===== src/rtl/key_debouncer_if.sv =====
// Key debouncer bundle: raw pins in, debounced level and strobes out.
interface key_debouncer_if #(
    parameter int N_KEYS = 4
);
    logic [N_KEYS-1:0] key_raw;
    logic [N_KEYS-1:0] level;
    logic [N_KEYS-1:0] rise;
    logic [N_KEYS-1:0] fall;

    modport master (
        output key_raw,
        input  level,
        input  rise,
        input  fall
    );

    modport slave (
        input  key_raw,
        output level,
        output rise,
        output fall
    );
endinterface


===== src/rtl/key_debouncer.sv =====
// Per-channel 2-flop synchronizer plus 4-state debounce FSM with
// a stability counter; emits clean levels and one-cycle rise/fall strobes.
module key_debouncer #(
    parameter int N_KEYS          = 4,
    parameter int DEBOUNCE_CYCLES = 500000,
    parameter bit ACTIVE_LOW      = 1'b1
) (
    input logic      clk,
    input logic      reset,
    key_debouncer_if.slave bus
);
    localparam int CW = $clog2(DEBOUNCE_CYCLES + 1);
    localparam logic [CW-1:0] LAST = CW'(DEBOUNCE_CYCLES - 1);

    typedef enum logic [1:0] {
        REL,
        CONF_P,
        PRS,
        CONF_R
    } state_e;

    state_e        state_q [N_KEYS];
    state_e        state_d [N_KEYS];
    logic [CW-1:0] count_q [N_KEYS];
    logic [CW-1:0] count_d [N_KEYS];

    logic [N_KEYS-1:0] p;
    logic [N_KEYS-1:0] sync1;
    logic [N_KEYS-1:0] s;
    logic [N_KEYS-1:0] level_q, level_d;
    logic [N_KEYS-1:0] rise_q, rise_d;
    logic [N_KEYS-1:0] fall_q, fall_d;

    // Normalise to pressed-high before the first flop
    assign p = ACTIVE_LOW ? ~bus.key_raw : bus.key_raw;

    always_ff @(posedge clk or posedge reset) begin
        if (reset) begin
            sync1 <= '0;
            s     <= '0;
        end else begin
            sync1 <= p;
            s     <= sync1;
        end
    end

    always_ff @(posedge clk or posedge reset) begin
        if (reset) begin
            for (int i = 0; i < N_KEYS; i++) begin
                state_q[i] <= REL;
                count_q[i] <= '0;
            end
            level_q <= '0;
            rise_q  <= '0;
            fall_q  <= '0;
        end else begin
            for (int i = 0; i < N_KEYS; i++) begin
                state_q[i] <= state_d[i];
                count_q[i] <= count_d[i];
            end
            level_q <= level_d;
            rise_q  <= rise_d;
            fall_q  <= fall_d;
        end
    end

    always_comb begin
        level_d = level_q;
        rise_d  = '0;
        fall_d  = '0;
        for (int i = 0; i < N_KEYS; i++) begin
            state_d[i] = state_q[i];
            count_d[i] = count_q[i];
            unique case (state_q[i])
                REL: begin
                    if (s[i]) begin
                        state_d[i] = CONF_P;
                        count_d[i] = CW'(1);
                    end
                end
                CONF_P: begin
                    if (!s[i]) begin
                        state_d[i] = REL;
                        count_d[i] = '0;
                    end else if (count_q[i] == LAST) begin
                        state_d[i] = PRS;
                        count_d[i] = '0;
                        level_d[i] = 1'b1;
                        rise_d[i]  = 1'b1;
                    end else begin
                        count_d[i] = count_q[i] + CW'(1);
                    end
                end
                PRS: begin
                    if (!s[i]) begin
                        state_d[i] = CONF_R;
                        count_d[i] = CW'(1);
                    end
                end
                CONF_R: begin
                    if (s[i]) begin
                        state_d[i] = PRS;
                        count_d[i] = '0;
                    end else if (count_q[i] == LAST) begin
                        state_d[i] = REL;
                        count_d[i] = '0;
                        level_d[i] = 1'b0;
                        fall_d[i]  = 1'b1;
                    end else begin
                        count_d[i] = count_q[i] + CW'(1);
                    end
                end
                default: begin
                    state_d[i] = REL;
                    count_d[i] = '0;
                end
            endcase
        end
    end

    assign bus.level = level_q;
    assign bus.rise  = rise_q;
    assign bus.fall  = fall_q;
endmodule


===== src/flat_wrapper.sv =====
// flat-port wrapper written by rule: the top's interface ports become plain ports
module key_debouncer_flat 
#(
    parameter int N_KEYS          = 4,
    parameter int DEBOUNCE_CYCLES = 500000,
    parameter bit ACTIVE_LOW      = 1'b1
)
  (clk, reset, bus_key_raw, bus_level, bus_rise, bus_fall);
  key_debouncer_if #(.N_KEYS(N_KEYS)) bus_i ();
  input logic clk;
  input logic reset;
  input wire logic [$bits(bus_i.key_raw)-1:0] bus_key_raw;
  output wire logic [$bits(bus_i.level)-1:0] bus_level;
  output wire logic [$bits(bus_i.rise)-1:0] bus_rise;
  output wire logic [$bits(bus_i.fall)-1:0] bus_fall;
  assign bus_i.key_raw = bus_key_raw;
  assign bus_level = bus_i.level;
  assign bus_rise = bus_i.rise;
  assign bus_fall = bus_i.fall;
  key_debouncer #(.N_KEYS(N_KEYS), .DEBOUNCE_CYCLES(DEBOUNCE_CYCLES), .ACTIVE_LOW(ACTIVE_LOW)) u_core (.clk(clk), .reset(reset), .bus(bus_i));
endmodule

===== config.mk =====
export PLATFORM = sky130hd
export DESIGN_NAME = key_debouncer_flat
export DESIGN_NICKNAME = d
export VERILOG_FILES = /design/src/rtl/key_debouncer_if.sv /design/src/rtl/key_debouncer.sv /design/src/flat_wrapper.sv
export SDC_FILE = /design/constraint.sdc
export NUM_CORES = 1
export LEC_CHECK = 0
export BUFFER_PORTS_ARGS = -buffer_cell sky130_fd_sc_hd__buf_2
export CELL_PAD_IN_SITES_DETAIL_PLACEMENT = 2
export CELL_PAD_IN_SITES_GLOBAL_PLACEMENT = 2
export CORE_MARGIN = 3
export CORE_UTILIZATION = 35
export CTS_BUF_LIST = sky130_fd_sc_hd__clkbuf_4 sky130_fd_sc_hd__clkbuf_8
export DETAILED_ROUTE_END_ITERATION = 10
export PLACE_DENSITY = 0.68
export SYNTH_ARGS = -nofsm -noshare
export SYNTH_HDL_FRONTEND = slang
export SYNTH_SLANG_ARGS = --single-unit

===== constraint.sdc =====
create_clock -name clk -period 4.6 [get_ports clk]
set_clock_uncertainty 0.2 [all_clocks]
set_input_delay 0.92 -clock clk [delete_from_list [all_inputs] [get_ports clk]]
set_output_delay 0.92 -clock clk [all_outputs]
set_load 0.01 [all_outputs]

==> metrics.cfg <==
[run_status]
status=finished, final reports clean

[pwr]
pwr_density_cell_mw_per_mm2=390.3
p_leak_nw=2.365
ir_worst_vdd_uv=223.4

[setup_path]
required_ps=4710
critPathMaxStageDelay_ps=610
crit_arrival_ps=2580
crit_fanout=16
reg2reg_to=u_core.count_q[45]$_DFFE_PP0P_
critPathCaptureType=flop
start_kind=flop
r2r_cells=6
slowest_stage=a21oi_2
critPathKind=reg2reg
worst-r2r-setup-slack_ps=2120
r2r-start=u_core.count_q[38]$_DFFE_PP0P_
path_cells=ha_1 > nand3_1 > nor2_2 > a21oi_2 > o21ai_0 > a31oi_1

[placed_design]
place.gp.congestion=0.7661
place_area_mm2=0.005529
dpl.cell_count=742
placement.io_buffers=17
dp_hpwl_um=9541

[timing]
final.period_utilization=0.5387
rsz0062_at_grt=no
slew_violations=0
slew_headroom=0.3103
tightest_slew_ps=1035
setup_viol=0
hold_viol_final=0
fin_crit_ps=2478
fin_tns_setup_ps=0
max_freq_ghz=0.4036

[clocking]
cts_buffers=9
clk_latency_ps=390
cts_setup_buffers=0
h-tree-depth=3
clock_sinks=104
postCtsHoldBufs=0
cts_root_buf=clkbuf_8
path_clk_slew_ps=120
post_cts_resized=0
cts_tree=yes
clk_path_buf_depth=2

[routing]
vias=4382
antenna_left=0
drc=0
dr.pass1.iters=4
wire_per_inst_um=18.30
wirelength_um=13840
detail_route.vias_per_cell=5.796
drt-initial-drc-count=186

[grt]
grt_use_total=0.1761
antenna_found_initial=0
grt_pass1_vias=4607
grt-ovfl-total=0
grt_max_degree=82
grt_pass1_wl_um=23660

[floorplanning]
ioPinCount=18
die_area_mm2=0.01665
start_util=0.3605
die_w_um=129.0
core_area_mm2=0.01470
rows=44
die_y_um=129.0

[final_layout]
final_nets=579
layout_commonest_cell=dfrtp_1
synthToLayoutAreaGrowth_pct=7.556
design_area_mm2=0.005699
num_antenna_cells=0
stdcell_count=756
drive_above_1_share=0.08916
layout_common_cells=dfrtp_1, nand2_1, nand3_1
final_util=0.3877

[synth]
synth_flop_cell=dfrtp_1
ys_seq_elements=104
netlist_area_mm2=0.005299
syn_area_per_cell_um2=9.462
yosysUniqueCellTypes=57
synth_edf_count=0
yosysTopAreaCell=dfrtp_1
synth_cells=560
synth_nets=570
seq_area_frac_synth=0.4911
synth_top_area_share=0.4911
yosys_warnings=0
async_flop_share=1.000
synth_area_leaders=dfrtp_1, nand3_1, nand2_1

[hold_path]
hold_depth=0
hold_class=reg2reg
hold_start=u_core.sync1[3]$_DFF_PP0_
hold_end=u_core.s[3]$_DFF_PP0_

[flow_run]
drv_cap=0

[area by class of cell]
class	count	area, µm²
inverter	25	96.34
tap	184	230.2
multi-input combinational	408	2485
sequential	104	2603
clock buffer	10	137.6
clock inverter	4	32.53
timing repair buffer	21	115.1
fill	1621	9000
[sequential cells by signal (all words and copies together), names as in the netlist, named ones only]
name / flops
u_core.count_q: 76
u_core.bus.fall: 4
u_core.bus.level: 4
u_core.bus.rise: 4
u_core.s: 4
u_core.state_q: 4
u_core.sync1: 4
[worst max path at each step]
stage / startpoint / endpoint / slack [ps] / depth (start not counted)
final: u_core.count_q[38]$_DFFE_PP0P_ / u_core.count_q[45]$_DFFE_PP0P_ / 2120 / 6
after global routing: u_core.count_q[38]$_DFFE_PP0P_ / u_core.count_q[45]$_DFFE_PP0P_ / 1890 / 6
after CTS: flop / u_core.count_q[16]$_DFFE_PP0P_ / 2100 / 5
after detailed placement: flop / u_core.count_q[16]$_DFFE_PP0P_ / 2130 / 5
after global placement: u_core.count_q[24]$_DFFE_PP0P_ / flop / 2190 / 5
after floorplan: reset / asynchronous set/reset pin / 750 / 1
[synth_stat cells (14+ instances only)]
master,number
a21o_1,14
a21oi_1,35
a31oi_1,26
dfrtp_1,104
inv_1,25
nand2_1,53
nand3_1,40
nand4_1,18
nor2_1,30
o21ai_0,37
o21ai_1,14
[report_power, final]
group          switching [mW]  internal [mW]  leakage, nW
Sequential             0.0999          0.980         1.41
Combinational           0.409          0.195        0.878
Clock                   0.333          0.208       0.0804
Total                   0.842           1.38         2.37
[metal layers]
metal / wire, µm / GRT usage / share of wire
met5: 0 / 0 / 0
met4: 110 / 0.04015 / 0.0079
met3: 292 / 0.04081 / 0.021
met2: 6698 / 0.2896 / 0.48
met1: 6734 / 0.2379 / 0.49
[cells by family after synthesis]
family	synth area share
AOI/OAI and AO/OA	0.1932
and+or+nand+nor	0.2243
muxes	0.01558
adders and majority gates	0.009445
buffers and inverters	0.03991
xor gates and xnor gates	0.02645
DFF	0.4911
[critical path, delay by kind of cell, from the launching register on]
kind	cells	cell delay (ps)
compound gates	3	1080
fa+ha+maj	1	250
flops	1	440
simple gates	2	430
[through the flow]
step	power, mW	setup slack, ps	hold slack, ps
2_1_floorplan	1.558	747.8	131.2
3_3_place_gp	1.678	2193	133.2
3_5_place_dp	1.714	2127	136.4
4_1_cts	2.264	2103	160.5
6_report	2.224	2122	156.4
5_1_grt	2.387	1894	168.7
(Power assumes the default switching activity.)
